==> src/rtl/mem_port_arbiter.sv <==
// mem_port_arbiter
//   Two-requester round-robin arbiter in front of one shared memory port.
//   It runs one transaction at a time. It steers the external addr/wdata
//   muxes (SEL), raises MEM_REQ and waits for MEM_RDY or a timeout. It then
//   returns a one-cycle ACK with registered read data to the winner.
//   Requester 0 = fetch, requester 1 = load/store.
// Ports
//   CLK, RST_N        clock, async active-low reset
//   REQ_x, WE_x       request (held until ACK) and its write enable
//   ACK_x, ERR        one-cycle completion pulse, ERR marks a timeout
//   RDAT              read data captured at completion (held)
//   SEL               external mux select, 0 = requester 0
//   MEM_REQ/MEM_WE    shared-port request and write enable
//   MEM_RDY/MEM_RDAT  shared-port completion and read data
module mem_port_arbiter #(
  parameter int DW      = 32,
  parameter int TIMEOUT = 15
) (
  input  logic          CLK,
  input  logic          RST_N,
  input  logic          REQ_0,
  input  logic          REQ_1,
  input  logic          WE_0,
  input  logic          WE_1,
  output logic          ACK_0,
  output logic          ACK_1,
  output logic          ERR,
  output logic [DW-1:0] RDAT,
  output logic          SEL,
  output logic          MEM_REQ,
  output logic          MEM_WE,
  input  logic          MEM_RDY,
  input  logic [DW-1:0] MEM_RDAT
);

  localparam int CW = $clog2(TIMEOUT + 1);

  typedef enum logic [1:0] {IDLE, GRANT, RESP} state_t;

  state_t          state, state_n;
  logic [CW-1:0]   cnt, cnt_n;
  logic            last, last_n;
  logic            sel_n, mem_req_n, mem_we_n, ack0_n, ack1_n, err_n;
  logic [DW-1:0]   rdat_n;

  always_ff @(posedge CLK or negedge RST_N) begin
    if (!RST_N) begin
      state   <= IDLE;
      cnt     <= '0;
      last    <= 1'b1;   // requester 0 wins the first contention
      SEL     <= 1'b0;
      MEM_REQ <= 1'b0;
      MEM_WE  <= 1'b0;
      ACK_0   <= 1'b0;
      ACK_1   <= 1'b0;
      ERR     <= 1'b0;
      RDAT    <= '0;
    end else begin
      state   <= state_n;
      cnt     <= cnt_n;
      last    <= last_n;
      SEL     <= sel_n;
      MEM_REQ <= mem_req_n;
      MEM_WE  <= mem_we_n;
      ACK_0   <= ack0_n;
      ACK_1   <= ack1_n;
      ERR     <= err_n;
      RDAT    <= rdat_n;
    end
  end

  always_comb begin
    state_n   = state;
    cnt_n     = cnt;
    last_n    = last;
    sel_n     = SEL;     // SEL only moves on IDLE->GRANT
    mem_req_n = MEM_REQ;
    mem_we_n  = MEM_WE;
    ack0_n    = ACK_0;
    ack1_n    = ACK_1;
    err_n     = ERR;
    rdat_n    = RDAT;
    case (state)
      IDLE: begin
        if (REQ_0 || REQ_1) begin
          // Contention goes to whoever did not win last; a lone requester wins.
          sel_n     = (REQ_0 && REQ_1) ? ~last : REQ_1;
          mem_req_n = 1'b1;
          mem_we_n  = sel_n ? WE_1 : WE_0;
          cnt_n     = '0;
          state_n   = GRANT;
        end
      end
      GRANT: begin
        // cnt counts completed wait cycles, so the limit TIMEOUT-1 keeps
        // MEM_REQ up for exactly TIMEOUT cycles. MEM_RDY wins a tie.
        if (MEM_RDY || cnt == CW'(TIMEOUT - 1)) begin
          rdat_n    = MEM_RDY ? MEM_RDAT : '0;
          err_n     = ~MEM_RDY;
          ack0_n    = ~SEL;
          ack1_n    = SEL;
          mem_req_n = 1'b0;
          mem_we_n  = 1'b0;
          last_n    = SEL;
          state_n   = RESP;
        end else if (cnt != '1) begin
          cnt_n = cnt + CW'(1);
        end
      end
      RESP: begin
        ack0_n  = 1'b0;
        ack1_n  = 1'b0;
        err_n   = 1'b0;
        state_n = IDLE;
      end
      default: state_n = IDLE;
    endcase
  end

endmodule

==> config.mk <==
export PLATFORM = sky130hd
export DESIGN_NAME = mem_port_arbiter
export DESIGN_NICKNAME = d
export VERILOG_FILES = /design/src/rtl/mem_port_arbiter.sv
export SDC_FILE = /design/constraint.sdc
export NUM_CORES = 1
export LEC_CHECK = 0
export BUFFER_PORTS_ARGS = -buffer_cell sky130_fd_sc_hd__buf_2
export CAP_MARGIN = 20
export CORE_MARGIN = 5
export CORE_UTILIZATION = 46
export CTS_BUF_LIST = sky130_fd_sc_hd__clkbuf_4 sky130_fd_sc_hd__clkbuf_8 sky130_fd_sc_hd__clkbuf_16
export CTS_CLUSTER_SIZE = 8
export DETAILED_ROUTE_END_ITERATION = 8
export PLACE_DENSITY = 0.78
export SYNTH_ARGS = -nofsm -noshare
export SYNTH_HDL_FRONTEND = slang
export SYNTH_SLANG_ARGS = --single-unit
==> constraint.sdc <==
create_clock -name CLK -period 1.7 [get_ports CLK]
set_input_delay 0.17 -clock CLK [delete_from_list [all_inputs] [get_ports CLK]]
set_output_delay 0.17 -clock CLK [all_outputs]
set_load 0.02 [all_outputs]
==> metrics <==
syn_area_per_cell=about 13 sq um; WS Path Type=reg2reg; clock latency on the worst-skew pair=roughly 0.29 ns; CTS buffer count=5; Internal=2.88 mW; Post-Syn Nets=174; row count=22; share of layout cells above drive strength 1=a little over two fifths; Worst Path Buf+Inv=1; dpl hpwl=between 3000 and 4000 microns; Min Clock Period, post-route=1.60 ns; startpoint types=flip-flop; total routed wirelength=approximately 4200 microns; sw power=approximately 1.8 mW; Worst-path clk slew=0.08 ns; Synth top cells by count=44 x dfrtp_1, 33 x a22o_1, 8 x o21ai_0, 5 x nand3_1; via count of the routed design=1445; Antenna Violating Nets Remaining=0; outcome=complete, no violations; Top Ports=77; worst vdd ir=about 0.95 mV; final worst-path cycle share=around 94%; port bufs=between 70 and 80; cells after synthesis=133; overall die height=72.4 microns; Die Footprint=around 0.0052 sq mm; first-pass GRT wire length=approximately 6500 microns; First-pass DRT Iterations=4; final hold viol count=0; Clock Tree Root=clkbuf_8; fmax=roughly 0.62 GHz; Netlist cell types=26; fin. max-slew vios=0; Worst Path Arrival=about 1.8 ns; Seq pwr share=39.3%; Clock Power Share=between 10% and 20%; Congestion Overflow GR=0; crit-path cells=inv_1 > ha_1 > a31o_2 > or4_1 > nand3_1; asr flop ratio synth=100%; Die X-Extent=~72 microns; Critical R2R Launch=cnt[0]; top-count cell post-synth=dfrtp_1; register area share after synthesis=between 60% and 70%; r2r setup slk=a little under 0.1 ns; pwr/cell area=2000 mW/mm^2; CP endpoint kind=flip-flop; EDFF count, synth=0; Initial Utilization=about half; Slew @ Worst Pin=roughly 0.51 ns; Logic pwr share=between 40% and 50%; clk_skew=~0.0034 ns; drc violations=0; count of nets after finishing=between 200 and 300; WHS=0.0888 ns; post-synth top area share=slightly above 60%; top_reg_cell synth=dfrtp_1; worst setup path start=cnt[0]; Sink Count=between 40 and 50; CTS H-tree lvls=2; final setup violation count=0; cell accounting for the most synthesized area=dfrtp_1; post-DR wirelength/cell=15.9 microns; leakage power=roughly 1.2 nW; slowest cell on the critical path=or4_1; Critical Path RT=between 1.5 and 2 ns; Yosys Warn Count=0; Via-to-Cell Ratio=5.52; switching share of power=between 30% and 40%; Max FO, Critical Path=7; Max Root-Sink Buffers=2; Area contributors post-synth=dfrtp_1 61%, a22o_1 16%, buf_6 2.5%, o21ai_0 2.2%, mux2i_1 1.7%; synthesized area=0.00179 sq mm; largest net degree at the start of global routing=33; vias in the first global route=1365; DRT iter0 DRCs=74; Synth-to-Final Area Change=31.2%; Core ar.=0.00372 sq mm; Hold Crit Class=in2reg; number of max-cap violations=0; family with the most delay on the worst path=simple AND/OR/NAND/NOR gates; RSZ-0062 raised after global routing=false; CTS tree=yes; Critical Path Max Stage Delay=around 0.48 ns; hold_sp=MEM_RDAT[26]; GRT Util Overall=between 10% and 20%; gpl congestion=~0.73; relative slew slack=around two thirds; Yosys reg bits=45; setup TNS=0 ns; initial antenna violation count=0; final antenna diode count=0
==> final timing paths <==
path / depth (start not counted) / end
max: 5 / cnt[0]
min: 2 / RDAT[26]
max reg2reg: 5 / cnt[0]
min reg2reg: 2 / last
max in group asynchronous: 3 / last
min in group asynchronous: 2 / RDAT[0]
==> cells in the final DEF (no fill, tap or decap), types with 2 or more instances in the layout <==
cell type,count
or4_1,2
clkbuf_8,6
nand3_1,5
inv_1,4
buf_12,2
o221ai_1,3
o21ai_0,8
mux2i_1,3
nor2_1,3
buf_2,76
nand2b_1,3
nand2_1,3
ha_1,2
o22ai_1,2
a22o_1,33
dfrtp_1,44
==> power groups by stage <==
stage	registers, mW	logic (mW)	clock network [mW]
2_1_floorplan	2.36	0.827	0
3_3_place_gp	1.85	1.98	0
3_5_place_dp	1.86	2.01	0
4_1_cts	1.84	2.02	0.862
5_1_grt	1.90	2.16	0.911
6_report	1.84	2.01	0.838
==> metal layers <==
layer / track usage [%] / share of wire (%) / vias to the layer above
met3: 6.09 / 10 / 8
met5: 0 / 0 / -
met4: 7.38 / 1.7 / 0
met1: 20.8 / 43 / 703
met2: 24.4 / 45 / 69
li1: - / - / 665
==> repair_timing <==
item                                    in CTS  in global routing
setup buffers                                0                  1
hold endpoints to repair                    22                  0
hold buffers                                 1                  0
gates resized for setup                      0                  0
endpoints found under the setup margin       0                  3
==> cell type report <==
type	instances	area, sq um
clock buffers	7	90.1
clock inverters	1	30.0
fillers	307	1370
inverters	4	15.0
multi-input cells	77	588
flip-flops and latches	45	1130
well taps	48	60.1
repair buffers	80	438
==> per-stage QoR <==
step           std cells  worst slack [ns]  total power, mW  utilization (%)  area (sq um)
2_1_floorplan        133             0.189             3.19                -          1790
3_3_place_gp         252             0.141             3.83             59.5          2210
3_5_place_dp         252             0.103             3.87             59.5          2210
4_1_cts              261            0.0707             4.73             63.0          2340
5_1_grt              262           0.00483             4.97             63.2          2350
6_report             262            0.0980             4.69             63.2          2350
==> cells by family after synthesis <==
family                   count (synthesis)  share of synthesized area, %
AO/OA/AOI/OAI                           49                          22.0
adder cells (fa/ha/maj)                  2                          1.40
buffers and inverters                   11                          4.19
flip-flops                              45                          63.0
multiplexers                             3                          1.68
AND/OR/NAND/NOR                         23                          7.76
==> sequential cells by signal, indices dropped and copies added, names as in the netlist <==
register	cells
RDAT	32
cnt	4
state	2
ACK_0	1
ACK_1	1
ERR	1
MEM_REQ	1
MEM_WE	1
SEL	1
last	1
Power figures use the tool's default switching activity.
